===== src/rtl/sn74xxxx_pkg.sv =====
// Shared definitions for the SN74xxxx-style logic family (counters, decoders, selectors).
package sn74xxxx_pkg;

    localparam int unsigned COUNTER_MAX_WIDTH = 16;

    // Widest counter state, used when counters are cascaded into decoder/selector paths.
    typedef logic [COUNTER_MAX_WIDTH-1:0] counter_state_t;

endpackage : sn74xxxx_pkg


===== src/rtl/counter_74161_if.sv =====
// Control/data bundle of the 74161-style counter.
// CLR_n exists only when COUNTER_74161_SYNC_CLEAR_EN is defined.
interface counter_74161_if #(
    parameter int unsigned WIDTH = 4
);
    import sn74xxxx_pkg::*;

    logic             LOAD_n;
    logic             ENP;
    logic             ENT;
    logic [WIDTH-1:0] D;
`ifdef COUNTER_74161_SYNC_CLEAR_EN
    logic             CLR_n;
`endif
    logic [WIDTH-1:0] Q;
    logic             RCO;

`ifdef COUNTER_74161_SYNC_CLEAR_EN
    modport master (output LOAD_n, ENP, ENT, D, CLR_n, input Q, RCO);
    modport slave  (input LOAD_n, ENP, ENT, D, CLR_n, output Q, RCO);
`else
    modport master (output LOAD_n, ENP, ENT, D, input Q, RCO);
    modport slave  (input LOAD_n, ENP, ENT, D, output Q, RCO);
`endif

endinterface : counter_74161_if


===== src/rtl/counter_74161.sv =====
// Synchronous presettable modulo-N counter with ripple carry (SN74LS161A / K555IE10).
// Define COUNTER_74161_SYNC_CLEAR_EN for the 74LS163-style synchronous clear on CLR_n.
// Cascade by chaining RCO of one stage into ENT of the next at the instantiating level.
module counter_74161
    import sn74xxxx_pkg::*;
#(
    parameter int unsigned WIDTH   = 4,
    parameter int unsigned MODULUS = 16
) (
    input  logic          C,
    input  logic          R,
    counter_74161_if.slave bus
);

    // Reject parameter combinations the counter cannot represent.
    if (WIDTH < 1 || WIDTH > COUNTER_MAX_WIDTH) begin : g_bad_width
        $error("counter_74161: WIDTH=%0d outside 1..%0d", WIDTH, COUNTER_MAX_WIDTH);
    end
    if (MODULUS < 2 || 64'(MODULUS) > (64'(1) << WIDTH)) begin : g_bad_modulus
        $error("counter_74161: MODULUS=%0d outside 2..2**WIDTH", MODULUS);
    end

    localparam logic [WIDTH-1:0] TERM = WIDTH'(MODULUS - 1);

    logic [WIDTH-1:0] count_q;
    logic [WIDTH-1:0] count_d;
    logic             clr_c;

`ifdef COUNTER_74161_SYNC_CLEAR_EN
    assign clr_c = ~bus.CLR_n;
`else
    assign clr_c = 1'b0;
`endif

    // Next state: clear > load > count > hold. Out-of-range values simply
    // increment and wrap at 2**WIDTH, rejoining the modulo sequence via 0.
    always_comb begin
        count_d = count_q;
        if (clr_c) begin
            count_d = '0;
        end else if (!bus.LOAD_n) begin
            count_d = bus.D;
        end else if (bus.ENP && bus.ENT) begin
            count_d = (count_q == TERM) ? '0 : count_q + WIDTH'(1);
        end
    end

    // State register with asynchronous clear on R.
    always_ff @(posedge C or posedge R) begin
        if (R) begin
            count_q <= '0;
        end else begin
            count_q <= count_d;
        end
    end

    assign bus.Q   = count_q;
    // Carry only at terminal count, gated by ENT so stages ripple correctly.
    assign bus.RCO = bus.ENT & (count_q == TERM);

endmodule : counter_74161

===== src/flat_wrapper.sv =====
// flat-port wrapper written by rule: the top's interface ports become plain ports
module counter_74161_flat import sn74xxxx_pkg::*;
#(
    parameter int unsigned WIDTH   = 4,
    parameter int unsigned MODULUS = 16
)
  (C, R, bus_LOAD_n, bus_ENP, bus_ENT, bus_D, bus_Q, bus_RCO);
  counter_74161_if #(.WIDTH(WIDTH)) bus_i ();
  input  logic C;
  input  logic R;
  input wire logic [$bits(bus_i.LOAD_n)-1:0] bus_LOAD_n;
  input wire logic [$bits(bus_i.ENP)-1:0] bus_ENP;
  input wire logic [$bits(bus_i.ENT)-1:0] bus_ENT;
  input wire logic [$bits(bus_i.D)-1:0] bus_D;
  output wire logic [$bits(bus_i.Q)-1:0] bus_Q;
  output wire logic [$bits(bus_i.RCO)-1:0] bus_RCO;
  assign bus_i.LOAD_n = bus_LOAD_n;
  assign bus_i.ENP = bus_ENP;
  assign bus_i.ENT = bus_ENT;
  assign bus_i.D = bus_D;
  assign bus_Q = bus_i.Q;
  assign bus_RCO = bus_i.RCO;
  counter_74161 #(.WIDTH(WIDTH), .MODULUS(MODULUS)) u_core (.C(C), .R(R), .bus(bus_i));
endmodule

===== config.mk =====
export PLATFORM = sky130hd
export DESIGN_NAME = counter_74161_flat
export DESIGN_NICKNAME = d
export VERILOG_FILES = /design/src/rtl/sn74xxxx_pkg.sv /design/src/rtl/counter_74161_if.sv /design/src/rtl/counter_74161.sv /design/src/flat_wrapper.sv
export SDC_FILE = /design/constraint.sdc
export NUM_CORES = 1
export LEC_CHECK = 0
export CAP_MARGIN = 20
export CORE_AREA = 2 2 39 41
export DETAILED_ROUTE_END_ITERATION = 10
export DIE_AREA = 0 0 41 43
export PLACE_DENSITY = 0.41
export REMOVE_ABC_BUFFERS = 1
export SLEW_MARGIN = 10
export SYNTH_ARGS = -nofsm -noshare
export SYNTH_HDL_FRONTEND = slang
export SYNTH_SLANG_ARGS = --single-unit

===== constraint.sdc =====
create_clock -name C -period 1.5 [get_ports C]
set_clock_uncertainty 0.1 [all_clocks]
set_input_delay 0.3 -clock C [delete_from_list [all_inputs] [get_ports C]]
set_output_delay 0.3 -clock C [all_outputs]
set_load 0.005 [all_outputs]

==> results.cfg, run 1 <==
[drt]
route.detailed.wl_per_inst_um = 10.9
ant_nets = 0
route.detailed.drc = 0
drt-initial-drc-count = 4
dr.pass1.iters = 3
avgViaCountPerCell = 4.26
postRouteWirelength_um = 743
route.vias.total = 290

[critical_path]
worst_setup_path_start_kind = flop
critical_path_buf_inv_count = 1
crit_path_start = u_core.bus.Q[0]
worst_r2r_endpoint = u_core.bus.Q[0]
cp_slowest_cell = sky130_fd_sc_hd__dfrtp_1
worstPathMaxFanout = 2
cp.depth = 3
path_cells = ha_2 -> and4_4 -> buf_6
criticalPathCategory = flop to primary output
crit_path_end_kind = primary output
slowest_delay_ns = 0.36
worstSetupEndpoint = bus_RCO
ff2ff_setup_slack_ns = 0.11
r2r-start = u_core.bus.Q[0]
crit_family = flip-flops
timing.critical_path.required_ns = 1.10
worst_ep_arrival_time_ns = 1.07
timing.reg2reg.worst_path_depth = 4

[pwr]
pwr-share-seq = 0.324
combinationalPowerShare = 0.357
switchingPower_w = 0.000100
p_sw_frac = 0.252
ir_worst_vdd_mv = 0.282
p_int_w = 0.000297
p_leak_nw = 0.229
power.clock.fraction = 0.319
power.density_mw_per_mm2 = 803

[global_route]
grt_use_met2 = 0.166
grt_antenna_before_repair = 0
track_usage = 0.105
grt_max_degree = 8
vias_in_the_first_global_route = 324
global_route_met1_usage = 0.127
grt_pass1_wl_um = 1260
globalRouteMet3Util = 0.0314
gr-total-overflow = 0
globalRoute.busiestLayer = met2

[sta]
finalSetupViolCount = 0
final.hold.worst_slack_ns = 0.156
ratio_of_final_minimum_period_to_clock_period = 0.982
fmaxAchievable_ghz = 0.679
slew_viol_final = 0
final_hold_viol_count = 0
timing.setup.tns_ns = 0
worst_pin_slew_ns = 0.260
slew_headroom = 0.826
grt_setup_unrepaired = true
min_period_ns = 1.47

[run_status]
run_status = complete, no violations

[synth]
synthesis.area_um2 = 241
share_of_yosys_cell_area_claimed_by_the_top_area_cell_type = 0.415
yosysWarningCount = 0
synth_sequential_area_ratio = 0.415
area_contributors_post_synth = sky130_fd_sc_hd__dfrtp_1, sky130_fd_sc_hd__a21oi_1, sky130_fd_sc_hd__ha_1, sky130_fd_sc_hd__nor2_1, sky130_fd_sc_hd__a311o_1
unique_masters_post_synth = 17
synth.ff_latch_count = 4
synth_top_cell_by_area = sky130_fd_sc_hd__dfrtp_1
synth_cells = 26
postSynthAreaPerCell_um2 = 9.29

[cts]
clk-insertion-delay-late_ns = 0.23
cts_max_path_buffers = 2
ctsHoldBuffers = 0
clk_transition_reported_paths_ns = 0.04
clk_root_buffer_cell = sky130_fd_sc_hd__clkbuf_4
tritoncts = built
cts.sink_count = 4
cts_inserted_buffers = 3
level_count_of_the_clock_h_tree = 1

[layout]
finish.utilization = 0.357
layout-area-overhead-vs-synth_pct = 105
largest_register_ff_count = 4
finish.net_count = 64
final_layout_size_suffix_gt1_frac = 0.346
diodes = 0

[place]
buffer_ports.inserted = 13
dp_hpwl_um = 610
routabilityCongestion = 0.669

[run]
max_cap_violations = 0

[die]
die_area_mm2 = 0.00176
floorplan.rows = 14
core-area_mm2 = 0.00138
initial_core_util = 0.175
boundaryPins = 14
chipWidth_um = 41
die_height_um = 43

[worst_hold_path]
worstHoldPathType = primary input to asynchronous set/reset pin
-- Yosys cell counts (all sizes together) --
cell type / number
and4: 1
a21oi: 3
nand4b: 1
nand2: 2
o211ai: 1
a311o: 1
nand3: 2
nor2: 3
mux2i: 1
dfrtp: 4
a31oi: 1
inv: 2
buf: 1
xor2: 1
ha: 1
o221ai: 1
-- placed cells by master (no fill, tap or decap), drive strengths merged --
cell type | netlist | routed
clkbuf | 0 | 3
o211ai | 1 | 1
a31oi | 1 | 1
dlygate4sd2 | 0 | 5
xor2 | 1 | 1
nor2 | 3 | 3
clkdlybuf4s50 | 0 | 7
o221ai | 1 | 1
nand3 | 2 | 2
dfrtp | 4 | 4
mux2i | 1 | 1
a21oi | 3 | 3
inv | 2 | 2
nand2 | 2 | 2
ha | 1 | 1
buf | 1 | 12
nand4b | 1 | 1
and4 | 1 | 1
a311o | 1 | 1
-- layer usage --
layer,wire [um],part of all wire
met1,300,0.40
met3,70,0.094
met5,0,0
met4,0,0
met2,372,0.50
-- what timing repair did --
| action | 4_1_cts | 5_1_grt |
|---|---|---|
| setup endpoints to repair | 5 | 1 |
| resized for setup | 13 | 0 |
| setup buffers | 2 | 0 |
| pin swaps | 2 | 0 |
-- layout make-up --
| type | count | area [um^2] |
|---|---|---|
| Timing Repair Buffer | 24 | 211 |
| Sequential cell | 4 | 100 |
| Fill cell | 147 | 890 |
| Inverter | 2 | 7.51 |
| Clock buffer | 3 | 22.5 |
| Tap cell | 16 | 20.0 |
| Multi-Input combinational cell | 19 | 133 |
-- cell families (layout without fill, tap and decap cells) --
logic type | Yosys count | after routing | share of synthesized area
buffers and inverters | 3 | 29 | 0.0518
AO/OA/AOI/OAI | 7 | 7 | 0.197
flip-flops | 4 | 4 | 0.415
XOR/XNOR | 1 | 1 | 0.0363
AND/OR/NAND/NOR | 9 | 9 | 0.207
multiplexers | 1 | 1 | 0.0415
adder cells (fa/ha/maj) | 1 | 1 | 0.0518
-- power by group through the flow --
stage	Combinational [W]	Clock (W)	Sequential (W)
2_1_floorplan	0.0000355	0	0.000137
3_3_place_gp	0.000137	0	0.000128
3_5_place_dp	0.000138	0	0.000130
4_1_cts	0.000142	0.000132	0.000128
5_1_grt	0.000156	0.000141	0.000130
6_report	0.000142	0.000127	0.000128
-- metrics by stage --
stage / total power (W) / instances / setup WS (ns) / area, um^2
detailed placement: 0.000268 / 63 / -0.410 / 454
floorplan: 0.000172 / 25 / 0.183 / 236
finish: 0.000397 / 68 / 0.0265 / 494
global route: 0.000427 / 68 / -0.00727 / 494
global placement: 0.000265 / 63 / -0.373 / 454
CTS: 0.000403 / 68 / 0.0133 / 494
-- how the worst min path moves through the flow --
stage,from,to,depth (start not counted)
CTS,R,u_core.bus.Q[1],2
floorplan,R,u_core.bus.Q[0],1
global placement,R,u_core.bus.Q[1],2
finish,R,u_core.bus.Q[0],2
global route,R,u_core.bus.Q[1],2
detailed placement,R,u_core.bus.Q[2],2
(Power assumes the default switching activity.)
==> run 2: changes to the inputs <==
Settings changed: CTS_BUF_LIST from default to sky130_fd_sc_hd__clkbuf_2, PLACE_DENSITY 0.41 to default.
==> results.cfg, run 2 (synthesis results as in run 1) <==
[run_status]
run_status = complete, no violations

[die]
floorplan.rows = 14
chipWidth_um = 41
die_height_um = 43
initial_core_util = 0.175
core-area_mm2 = 0.00138
boundaryPins = 14
die_area_mm2 = 0.00176

[cts]
clk_transition_reported_paths_ns = 0.04
level_count_of_the_clock_h_tree = 1
ctsHoldBuffers = 0
cts.sink_count = 4
cts_setup_buffers = 0
tritoncts = built
clk_root_buffer_cell = sky130_fd_sc_hd__clkbuf_2
clk-insertion-delay-late_ns = 0.20
cts_max_path_buffers = 2
cts_inserted_buffers = 3

[pwr]
power.density_mw_per_mm2 = 756
switchingPower_w = 0.0000967
pwr-share-seq = 0.366
combinationalPowerShare = 0.362
p_leak_nw = 0.218
power.total_w = 0.000346
p_sw_frac = 0.279
ir_worst_vdd_mv = 0.295
power.clock.fraction = 0.272
p_int_w = 0.000250

[layout]
layout.cells.non_filler = 65
final_cell_mix = sky130_fd_sc_hd__buf_4, sky130_fd_sc_hd__clkdlybuf4s50_1, sky130_fd_sc_hd__clkbuf_2, sky130_fd_sc_hd__dlygate4sd2_1, sky130_fd_sc_hd__dfrtp_1
largest_register_ff_count = 4
finish.utilization = 0.331
register_area_um2 = 100
final_layout_size_suffix_gt1_frac = 0.306
finish.net_count = 61
final.fill_count = 158
layout-area-overhead-vs-synth_pct = 89.6
multiInputGateArea_um2 = 133
most_common_cell_after_layout_fill_and_taps_aside = sky130_fd_sc_hd__buf_4
diodes = 0

[place]
buffer_ports.inserted = 13
placed_insts = 62
routabilityCongestion = 0.683
dpl_worst_slack_ns = -0.379

[drt]
route.vias.total = 276
ant_nets = 0
top_layer = met3
postRouteWirelength_um = 591
avgViaCountPerCell = 4.25
met2WireLength_um = 282
met1Wirelength_um = 249
route.detailed.wl_per_inst_um = 9.09
route.met3.wl_um = 59
drt-initial-drc-count = 3
route.detailed.drc = 0
dr.pass1.iters = 4

[global_route]
vias_in_the_first_global_route = 269
gr-total-overflow = 0
grt_pass1_wl_um = 1010
track_usage = 0.0888
grt_max_degree = 7
grt_antenna_before_repair = 0

[worst_hold_path]
worstHoldPathType = primary input to asynchronous set/reset pin

[sta]
final_hold_viol_count = 0
slew_viol_final = 0
fmaxAchievable_ghz = 0.699
finalSetupViolCount = 0
worst_pin_slew_ns = 0.222
grt_setup_unrepaired = false
finalWorstSetupSlack_ns = 0.0692
ratio_of_final_minimum_period_to_clock_period = 0.954
min_period_ns = 1.43
slew_headroom = 0.851

[critical_path]
criticalPathCategory = flop to primary output
worst_setup_path_start_kind = flop
slowest_delay_ns = 0.37
crit_path_end_kind = primary output
critical_path_buf_inv_count = 1
path_cells = ha_2 -> and4_4 -> clkbuf_2
cp_slowest_cell = sky130_fd_sc_hd__dfrtp_1
worstPathMaxFanout = 2
worst_ep_arrival_time_ns = 1.03
crit_family = flip-flops
timing.critical_path.required_ns = 1.10

[run]
max_cap_violations = 0
run 2: path summary, 6_finish.rpt:
path / endpoint / start / cells after the start / slack, ns
min reg2reg: u_core.bus.Q[3] / u_core.bus.Q[3] / 3 / 0.58
min in group C: u_core.bus.Q[2] / bus_D[2] / 3 / 0.56
max reg2reg: u_core.bus.Q[0] / u_core.bus.Q[0] / 4 / 0.09
max in group asynchronous: u_core.bus.Q[1] / R / 2 / 0.97
max: bus_RCO / u_core.bus.Q[0] / 3 / 0.07
min: u_core.bus.Q[3] / R / 2 / 0.18
run 2: power by group through the flow:
stage / logic [W] / registers (W) / clock network, W
after floorplan: 0.0000355 / 0.000137 / 0
after global placement: 0.000134 / 0.000128 / 0
after detailed placement: 0.000135 / 0.000128 / 0
after CTS: 0.000127 / 0.000127 / 0.000103
after global routing: 0.000141 / 0.000128 / 0.000102
final: 0.000125 / 0.000127 / 0.0000941
run 2: final cells by class:
cell class,count,share of cell area
flip-flops and latches,4,0.219
repair buffers,21,0.399
clock buffers,3,0.0328
multi-input cells,19,0.290
well taps,16,0.0437
inverters,2,0.0164
run 2: metrics by stage:
step                hold slack [ns]  cell area [um^2]  setup TNS (ns)
detailed placement            0.398               447          -0.608
CTS                           0.167               459         -0.0893
global route                  0.206               458               0
global placement              0.394               447          -0.565
floorplan                   -0.0339               236               0
finish                        0.178               458               0
run 2: worst reg2reg max path: stages, from the launching register on:
cell and delay (ns):
sky130_fd_sc_hd__dfrtp_1 0.37, sky130_fd_sc_hd__ha_2 0.19, sky130_fd_sc_hd__buf_4 0.14, sky130_fd_sc_hd__a311o_1 0.33
sky130_fd_sc_hd__a31oi_1 0.19
run 2: repair_timing:
item / CTS / global route
pin swaps: 1 / 1
setup endpoints to repair: 5 / 1
gates resized for setup: 7 / 3
run 2: routing by layer:
| metal | GRT usage | vias up |
|---|---|---|
| met3 | 0.0157 | 0 |
| met1 | 0.111 | 120 |
| met4 | 0.0800 | 0 |
| met2 | 0.122 | 14 |
| li1 | - | 142 |
| met5 | 0 | - |
==> run 3: changes to the inputs <==
Settings changed: REMOVE_ABC_BUFFERS 1 to default.
==> results.cfg, run 3 (synthesis results as in run 1) <==
[run_status]
run_status = complete, no violations

[die]
die_height_um = 43
initial_core_util = 0.175
chipWidth_um = 41
floorplan.rows = 14
core-area_mm2 = 0.00138
die_area_mm2 = 0.00176
boundaryPins = 14

[critical_path]
crit_path_end_kind = primary output
criticalPathCategory = flop to primary output
worst_setup_path_start_kind = flop
worst_ep_arrival_time_ns = 1.06
timing.reg2reg.worst_path_depth = 4
ff2ff_setup_slack_ns = 0.07
worstPathMaxFanout = 2
timing.critical_path.required_ns = 1.10

[layout]
final_layout_size_suffix_gt1_frac = 0.306
final_cell_mix = sky130_fd_sc_hd__clkdlybuf4s50_1, sky130_fd_sc_hd__buf_4, sky130_fd_sc_hd__dlygate4sd2_1, sky130_fd_sc_hd__dfrtp_1
largest_register_ff_count = 4
finish.net_count = 61
layout.cells.non_filler = 65
layout-area-overhead-vs-synth_pct = 91.2
diodes = 0
post-route-cell-area_um2 = 462

[sta]
final_hold_viol_count = 0
final.hold.worst_slack_ns = 0.173
slew_viol_final = 0
finalSetupViolCount = 0
fmaxAchievable_ghz = 0.685
slew_headroom = 0.855
ratio_of_final_minimum_period_to_clock_period = 0.973
worst_pin_slew_ns = 0.216
timing.setup.tns_ns = 0
min_period_ns = 1.46
grt_setup_unrepaired = false

[global_route]
globalRoute.busiestLayer = met2
gr-total-overflow = 0
grt_antenna_before_repair = 0
global_route_met1_usage = 0.0879
grt_pass1_wl_um = 993
track_usage = 0.0867
grt_max_degree = 7
globalRouteMet3Util = 0.0209
vias_in_the_first_global_route = 288
grt_use_met2 = 0.134

[cts]
cts.sink_count = 4
level_count_of_the_clock_h_tree = 1
cts_setup_buffers = 0
tritoncts = built
cts_inserted_buffers = 3
cts_max_path_buffers = 2
clk-insertion-delay-late_ns = 0.20
clk_transition_reported_paths_ns = 0.04
clk_root_buffer_cell = sky130_fd_sc_hd__clkbuf_2

[place]
buffer_ports.inserted = 13
placed_insts = 62
routabilityCongestion = 0.693
detailed_place.area_um2 = 447

[drt]
postRouteWirelength_um = 606
drt-initial-drc-count = 2
route.vias.total = 280
route.detailed.wl_per_inst_um = 9.32
ant_nets = 0
dr.pass1.iters = 2
avgViaCountPerCell = 4.31
route.detailed.drc = 0

[pwr]
power.total_w = 0.000348
ir_worst_vdd_mv = 0.295
p_leak_nw = 0.220
power.density_mw_per_mm2 = 754

[worst_hold_path]
worstHoldPathType = primary input to asynchronous set/reset pin

[synth]
synth_nets = 36

[run]
max_cap_violations = 0
==> run 3: final cells by class <==
class / instances / area, um^2
clock buffers: 3 / 15.0
fillers: 151 / 922
inverters: 2 / 7.51
multi-input cells: 19 / 133
flip-flops and latches: 4 / 100
well taps: 16 / 20.0
repair buffers: 21 / 186
==> run 3: stage by stage <==
step	utilization	setup slack (ns)
after floorplan	-	0.183
after global placement	0.323	-0.371
after detailed placement	0.323	-0.384
after CTS	0.332	0.00598
after global routing	0.334	0.000675
final	0.334	0.0403
==> run 3: path summary, 6_finish.rpt <==
kind,from,to
max,u_core.bus.Q[1],bus_RCO
min,R,u_core.bus.Q[3]
max reg2reg,u_core.bus.Q[1],u_core.bus.Q[0]
min reg2reg,u_core.bus.Q[3],u_core.bus.Q[3]
max in group asynchronous,R,u_core.bus.Q[1]
min in group C,bus_ENT,u_core.bus.Q[3]
==> run 3: power breakdown <==
| group | leakage (nW) | switching (W) | internal [W] |
|---|---|---|---|
| sequential | 0.0459 | 0.00000677 | 0.000121 |
| clock | 0.0125 | 0.0000409 | 0.0000537 |
| combinational | 0.162 | 0.0000492 | 0.0000769 |
==> run 3: critical path, stage by stage (launching register included) <==
cell                      delay, ns
sky130_fd_sc_hd__dfrtp_1       0.39
sky130_fd_sc_hd__ha_2          0.19
sky130_fd_sc_hd__and4_4        0.17
sky130_fd_sc_hd__buf_2         0.12
==> run 3: per-layer routing <==
metal | routed length [um] | part of all wire
met1 | 259 | 0.43
met2 | 300 | 0.50
met3 | 47 | 0.078
met4 | 0 | 0
met5 | 0 | 0
==> run 3: what timing repair did <==
item / 4_1_cts / 5_1_grt
setup endpoints to repair: 5 / 1
resized for setup: 11 / 1
pin swaps: 1 / 0
hold buffers: 0 / 0
